==> config.mk <==
export PLATFORM = sky130hd
export DESIGN_NAME = datapath_sequencer
export DESIGN_NICKNAME = d
export VERILOG_FILES = /design/src/rtl/datapath_sequencer.sv
export SDC_FILE = /design/constraint.sdc
export NUM_CORES = 1
export LEC_CHECK = 0
export CAP_MARGIN = 25
export CELL_PAD_IN_SITES_DETAIL_PLACEMENT = 1
export CELL_PAD_IN_SITES_GLOBAL_PLACEMENT = 1
export CORE_MARGIN = 3
export CORE_UTILIZATION = 46
export DETAILED_ROUTE_END_ITERATION = 7
export DONT_BUFFER_PORTS = 1
export PLACE_DENSITY = 0.8
export RECOVER_POWER = 25
export SYNTH_ARGS = -nofsm -noshare
export SYNTH_HDL_FRONTEND = slang
export SYNTH_SLANG_ARGS = --single-unit
==> constraint.sdc <==
create_clock -name clk -period 1.95 [get_ports clk]
set_input_delay 0.39 -clock clk [delete_from_list [all_inputs] [get_ports clk]]
set_output_delay 0.39 -clock clk [all_outputs]
set_load 0.02 [all_outputs]
==> src/rtl/datapath_sequencer.sv <==
// datapath_sequencer: LOAD/RUN control FSM for the serial-load datapath.
// Drains input-buffer bytes into program memory, then issues each loaded address to the execute unit.
module datapath_sequencer #(
    parameter int unsigned      WIDTH    = 8,
    parameter int unsigned      ADDR_W   = 4,
    parameter int unsigned      PC_W     = 8,
    parameter logic [WIDTH-1:0] END_CODE = 8'hFF
) (
    input  logic              clk,
    input  logic              rst,
    input  logic              start,
    input  logic              abort,
    input  logic              buf_ready,
    input  logic [WIDTH-1:0]  buf_data,
    output logic              buf_store,
    output logic              mem_we,
    output logic [ADDR_W-1:0] mem_waddr,
    output logic [WIDTH-1:0]  mem_wdata,
    input  logic [PC_W-1:0]   pc,
    output logic              pc_clr,
    output logic              pc_inc,
    output logic              exec_valid,
    output logic [ADDR_W-1:0] exec_addr,
    input  logic              exec_ready,
    output logic [ADDR_W:0]   prog_len,
    output logic              busy,
    output logic              done
);

    typedef enum logic [2:0] {
        S_IDLE,
        S_LOAD_WAIT,
        S_LOAD_WRITE,
        S_RUN_ISSUE,
        S_RUN_ADV,
        S_DONE
    } state_t;

    localparam logic [ADDR_W:0] DEPTH = {1'b1, {ADDR_W{1'b0}}};
    localparam logic [ADDR_W:0] ONE   = {{ADDR_W{1'b0}}, 1'b1};

    state_t              r_state;
    state_t              w_state_next;
    logic [ADDR_W:0]     r_count;
    logic [ADDR_W:0]     w_count_next;
    logic [ADDR_W:0]     w_count_inc;
    logic [ADDR_W:0]     r_prog_len;
    logic [ADDR_W:0]     w_prog_len_next;
    logic [ADDR_W-1:0]   r_mem_waddr;
    logic [ADDR_W-1:0]   w_mem_waddr_next;
    logic [WIDTH-1:0]    r_mem_wdata;
    logic [WIDTH-1:0]    w_mem_wdata_next;
    logic                r_buf_store;
    logic                w_buf_store_next;
    logic                r_mem_we;
    logic                w_mem_we_next;
    logic                r_pc_clr;
    logic                w_pc_clr_next;
    logic                r_pc_inc;
    logic                w_pc_inc_next;
    logic                r_exec_valid;
    logic                w_exec_valid_next;
    logic                w_last;

    assign w_count_inc = r_count + ONE;
    // Modular compare keeps the full-depth program (prog_len = 2**ADDR_W) correct for any PC_W.
    assign w_last      = (pc == (PC_W'(r_prog_len) - PC_W'(1)));

    always_comb begin
        w_state_next      = r_state;
        w_count_next      = r_count;
        w_prog_len_next   = r_prog_len;
        w_mem_waddr_next  = r_mem_waddr;
        w_mem_wdata_next  = r_mem_wdata;
        w_buf_store_next  = 1'b0;
        w_mem_we_next     = 1'b0;
        w_pc_clr_next     = 1'b0;
        w_pc_inc_next     = 1'b0;
        w_exec_valid_next = 1'b0;

        if (abort) begin
            w_state_next = S_IDLE;
        end else begin
            case (r_state)
                S_IDLE, S_DONE: begin
                    if (start) begin
                        w_state_next    = S_LOAD_WAIT;
                        w_count_next    = '0;
                        w_prog_len_next = '0;
                        w_pc_clr_next   = 1'b1;
                    end
                end
                S_LOAD_WAIT: begin
                    if (buf_ready) begin
                        w_buf_store_next = 1'b1;
                        if (buf_data == END_CODE) begin
                            w_prog_len_next = r_count;
                            if (r_count == '0) begin
                                w_state_next = S_DONE;
                            end else begin
                                w_state_next      = S_RUN_ISSUE;
                                w_pc_clr_next     = 1'b1;
                                w_exec_valid_next = 1'b1;
                            end
                        end else begin
                            w_state_next     = S_LOAD_WRITE;
                            w_mem_we_next    = 1'b1;
                            w_mem_waddr_next = r_count[ADDR_W-1:0];
                            w_mem_wdata_next = buf_data;
                        end
                    end
                end
                S_LOAD_WRITE: begin
                    w_count_next = w_count_inc;
                    if (w_count_inc == DEPTH) begin
                        w_prog_len_next   = DEPTH;
                        w_state_next      = S_RUN_ISSUE;
                        w_pc_clr_next     = 1'b1;
                        w_exec_valid_next = 1'b1;
                    end else begin
                        w_state_next = S_LOAD_WAIT;
                    end
                end
                S_RUN_ISSUE: begin
                    if (r_exec_valid && exec_ready) begin
                        if (w_last) begin
                            w_state_next = S_DONE;
                        end else begin
                            w_state_next  = S_RUN_ADV;
                            w_pc_inc_next = 1'b1;
                        end
                    end else begin
                        w_exec_valid_next = 1'b1;
                    end
                end
                S_RUN_ADV: begin
                    w_state_next      = S_RUN_ISSUE;
                    w_exec_valid_next = 1'b1;
                end
                default: begin
                    w_state_next = S_IDLE;
                end
            endcase
        end
    end

    always_ff @(posedge clk or negedge rst) begin
        if (!rst) begin
            r_state      <= S_IDLE;
            r_count      <= '0;
            r_prog_len   <= '0;
            r_mem_waddr  <= '0;
            r_mem_wdata  <= '0;
            r_buf_store  <= 1'b0;
            r_mem_we     <= 1'b0;
            r_pc_clr     <= 1'b0;
            r_pc_inc     <= 1'b0;
            r_exec_valid <= 1'b0;
        end else begin
            r_state      <= w_state_next;
            r_count      <= w_count_next;
            r_prog_len   <= w_prog_len_next;
            r_mem_waddr  <= w_mem_waddr_next;
            r_mem_wdata  <= w_mem_wdata_next;
            r_buf_store  <= w_buf_store_next;
            r_mem_we     <= w_mem_we_next;
            r_pc_clr     <= w_pc_clr_next;
            r_pc_inc     <= w_pc_inc_next;
            r_exec_valid <= w_exec_valid_next;
        end
    end

    assign buf_store  = r_buf_store;
    assign mem_we     = r_mem_we;
    assign mem_waddr  = r_mem_waddr;
    assign mem_wdata  = r_mem_wdata;
    assign pc_clr     = r_pc_clr;
    assign pc_inc     = r_pc_inc;
    assign exec_valid = r_exec_valid;
    assign exec_addr  = pc[ADDR_W-1:0];
    assign prog_len   = r_prog_len;
    assign busy       = (r_state != S_IDLE) && (r_state != S_DONE);
    assign done       = (r_state == S_DONE);

endmodule

* Word level (Yosys, flattened, before mapping)
Index checks and enable logic that the tools add are counted.
** Operators by class
- Eq/ne operators :: 16
- $add $sub $neg :: 2
- Bitwise operators :: 2
- Mux-type cells :: 36
- Reductions and logical operators :: 12
** Operators by type and width (count)
- 1-bit 2-to-1 mux :: 20
- 5-bit 2-to-1 mux :: 4
- 3-bit 2-to-1 mux :: 6
- 3-bit one-hot mux with 5 select lines :: 1
- 5-bit one-hot mux with 3 select lines :: 1
- 3-bit inequality test (second input constant) :: 4
- 5-bit one-hot mux with 2 select lines :: 1
- 8-bit == test :: 1
- 8-bit == test (second input constant) :: 1
- 2-bit inequality test (second input constant) :: 4
- 3-bit by 2-bit == test with 1-bit output (second input constant) :: 2
- 3-bit == test (second input constant) :: 2
- 3-bit AND reduction :: 2
- 6-bit AND reduction :: 1
- 3-bit nonzero test :: 2
- 5-bit by 1-bit subtractor with 6-bit output (second input constant) :: 1
- 5-bit by 1-bit adder with 5-bit output (second input constant) :: 1
- 5-bit == test (second input constant) :: 1
- 5-bit zero test :: 1
- 1-bit one-hot mux with 4 select lines :: 1
- 4-bit AND reduction :: 1
- 3-bit by 1-bit == test with 1-bit output (second input constant) :: 1
- 3-bit zero test :: 1
- 1-bit one-hot mux with 3 select lines :: 1
- 5 further kinds :: 7
** Word-level totals
- Output and inout port bits :: 28
- Logic and storage cells :: 78
- Register bits after elaboration :: 30

* Depth between registers and ports, before layout
- Word-level depth :: 6
- Mapped depth :: 8
- Mapped depth without buffers :: 7

* Worst setup path after synthesis
No wires, ideal clock.
- Path kind :: register -> register
- Start :: register r_count[0]
- End :: register r_state[1]
- Setup time :: 0.126 ns
- Arrival :: 1.563 ns
- Clock period less this slack :: 1.689 ns
- Path buffers :: 0
- Path slack :: 0.261 ns
- Stages on the path, launching flop included :: 8
- Cell sequence :: dfrtp_1 inv_1 ha_1 nor4b_1 nand3_1 a21oi_1 nor3_1 a221o_1
** Between the ends
- Longest elaborated chain between the ends :: 6
** Ends and longest elaborated chain
- from (decl) :: line 44 : logic [ADDR_W:0] r_count;
- from (signal assigned) :: line 161 : r_count <= w_count_next;
- branches (longest 4 deep; another with 5-bit by 1-bit adder with 5-bit output)
- 3-bit one-hot mux with 5 select lines * :: line 84 : case (r_state)
- 3-bit 2-to-1 mux * :: line 81 : if (abort) begin
- to (signal assigned) :: line 160 : r_state <= w_state_next;
- to (decl) :: line 42 : state_t r_state;
Every way passes the cells marked *. The select of a mux whose other input is x is not followed.
A chain may end at the register's enable or synchronous reset.

* Worst setup path after layout
Ends and elaborated chain as after synthesis.

==> reports/metrics.yaml <==
clockRootBuffer: "clkbuf_8"
htreeDepth: 2
dieArea_um2: 4864
netlist_top_cells_count: "41 x nand2_1, 30 x dfrtp_1, 12 x inv_1, 11 x nor2_1"
drive_gt1_frac: 0.1972
synth_area_um2: 1869
synthCells: 207
grt_max_degree: 31
wl_per_cell_um: 19.15
ys_types: 52
hpwl_um: 3754
diodes: 0
core_um2: 3799
drv_cap: 0
wl_um: 5095
setup_violations: 0
leakagePower_nw: 0.9306
synth_most_common_cell: "nand2_1"
total_power_mw: 1.985
rsz0062_at_grt: "yes"
tightest_slew_ns: 0.7567
run_status: "completed"
portBuffers: 0
synth-edff-count: 0
nets: 243
num_vias: 1581
grt_overflow: 0
synthTopCellsByArea: "dfrtp_1 40%, nand2_1 8.2%, o221ai_2 3.2%"
path_cells: "ha_1 > and2_2 > a21oi_1 > o32a_1 > nor2b_4 > a221o_1"
tritoncts: "yes"
hold_viol: 0
dr.pass1.iters: 4
synth_top_area_cell: "dfrtp_1"
ys_warn_count: 0
min_period_ns: 1.879
syn2layout_area_growth_pct: 12.18
cts_buffers: 5
min_to: "exec_valid"
synth_compound_area_frac: 0.1888
peakVddDrop_v: 0.0004477
slowest_delay_ns: 0.45
finClkSkew_ns: 0.004421
grt_pass1_wl_um: 8728
reg2reg_depth: 6
synth_adder_area_share: 0.02677
max_slew_margin: 0.4955
antenna_found_initial: 0
rrSetupSlack_ns: 0.07
ys_ff_latch: 30
dr.first_iter.drc_count: 82
holdPathStages: 1
required_ns: 2.11
initial_utilization: 0.4921
hold_start: "abort"
yosysSeqAreaShare: 0.4016
finalInstanceArea_um2: 2097
synth_nets: 233
synth_top_family_by_area: "simple AND/OR/NAND/NOR gates"
placed_area_um2: 1932
drv_slew: 0
clk-insertion-delay-late_ns: 0.28
ant_nets: 0
ys.flop_type: "dfrtp_1"
die_x_um: 69.75
cts_max_path_buffers: 2
cp-end-kind: "flip-flop"
async_reset_ff_frac: 1.000
timing.final.crit_share: 0.9638
synth_top_cell_area_share: 0.4016
place.gp.congestion: 0.8720
critPathMaxFanout: 7
via_per_inst: 5.944
synth_xor_area_frac: 0.03280
drcViolationCount: 0
synth-simple-area-share: 0.2644
crit_path_start_kind: "flip-flop"
r2r-start: "r_count[0]"
r2r-end: "r_state[1]"
synthMuxAreaShare: 0.005355
fillers: 464
rows: 22
grtUsageTotal: 0.2279
fmax_mhz: 532.1
hold_class: "in2reg"
critPathArrivalTime_ns: 2.04
grt_pass1_vias: 1767
clk_pin_slew_worst_paths_ns: 0.07
cpMaxStageDelayCell: "dfrtp_2"
avgSynthCellArea_um2: 9.030
cts_sinks: 30
power_density_nw_per_um2: 946.8
num_io_pins: 50
fp.dieH_um: 69.75
crit_type: "reg2reg"
-- flip-flops by register name (all words and copies together), names as in the netlist, 3 cells and up --
name and cells:
r_state 3, mem_waddr 4, r_count 5, mem_wdata 8
prog_len 5
-- layout by cell type (no fill, tap or decap), types with 5 or more instances in the layout --
cell and n:
nor2_1 11, dfrtp_1 29, inv_1 12, buf_4 13, nor3_1 5, nand2_1 41, a21oi_1 10, clkbuf_8 6
nand3_1 10, o21ai_0 7, a31oi_1 5
-- cells by family after synthesis --
kind of cell	Yosys count
compound gates	46
flops	30
buf+inv	26
mux	1
xor+xnor	7
simple gates	93
fa+ha+maj	4
-- critical path, delay by kind of cell, from the launching register on --
| family | cells | cell delay [ns] |
|---|---|---|
| AO/OA/AOI/OAI | 3 | 0.77 |
| adder cells (fa/ha/maj) | 1 | 0.26 |
| flip-flops | 1 | 0.45 |
| AND/OR/NAND/NOR | 2 | 0.29 |
-- worst max-delay path by stage --
stage          startpoint  slack, ns         end
6_report       r_count[0]       0.07  r_state[1]
4_1_cts        r_count[0]       0.04  r_state[1]
3_5_place_dp   r_count[0]       0.08  r_state[1]
3_3_place_gp   r_count[0]       0.18  r_state[1]
5_1_grt        r_state[2]      -0.04        busy
2_1_floorplan  r_count[0]       0.26  r_state[1]
-- final cells by class --
type	instances	area, µm²	area share
sequential	30	752.0	0.3586
multi-input combinational	151	974.7	0.4648
timing repair buffer	15	112.6	0.05370
clock buffer	6	82.58	0.03938
clock inverter	2	60.06	0.02864
inverter	14	55.05	0.02625
tap	48	60.06	0.02864
-- timing repair --
| action | CTS | global route |
|---|---|---|
| gates resized for setup | 0 | 2 |
| hold endpoints to repair | 30 | 0 |
| setup buffers | 0 | 0 |
| setup endpoints to repair | 0 | 4 |
| hold buffers | 2 | 0 |
-- report_power, final --
group / total [mW] / internal (mW) / leakage [nW] / switching (mW)
Sequential: 0.868 / 0.704 / 0.397 / 0.164
Clock: 0.799 / 0.545 / 0.0714 / 0.254
Combinational: 0.319 / 0.136 / 0.462 / 0.182
Total: 1.99 / 1.39 / 0.931 / 0.600
-- routing by layer --
metal / global-route usage / part of all wire / up-vias / wire length [µm]
li1: - / - / 738 / -
met1: 0.2342 / 0.36 / 781 / 1825
met2: 0.4258 / 0.56 / 47 / 2865
met3: 0.06522 / 0.053 / 15 / 269
met4: 0.09787 / 0.026 / 0 / 134
met5: 0 / 0 / - / 0
-- per-stage QoR --
stage	setup WS [ns]	instances	hold slack [ns]	utilization	TNS (ns)
final	0.07060	266	0.1667	0.5520	0
after global routing	-0.04163	266	0.1521	0.5520	-0.08162
after CTS	0.04265	266	0.1585	0.5540	0
after detailed placement	0.07676	256	0.09517	0.5086	0
after global placement	0.1822	256	0.09510	0.5086	0
after floorplan	0.2612	207	0.09441	-	0
Power figures use the tool's default switching activity.
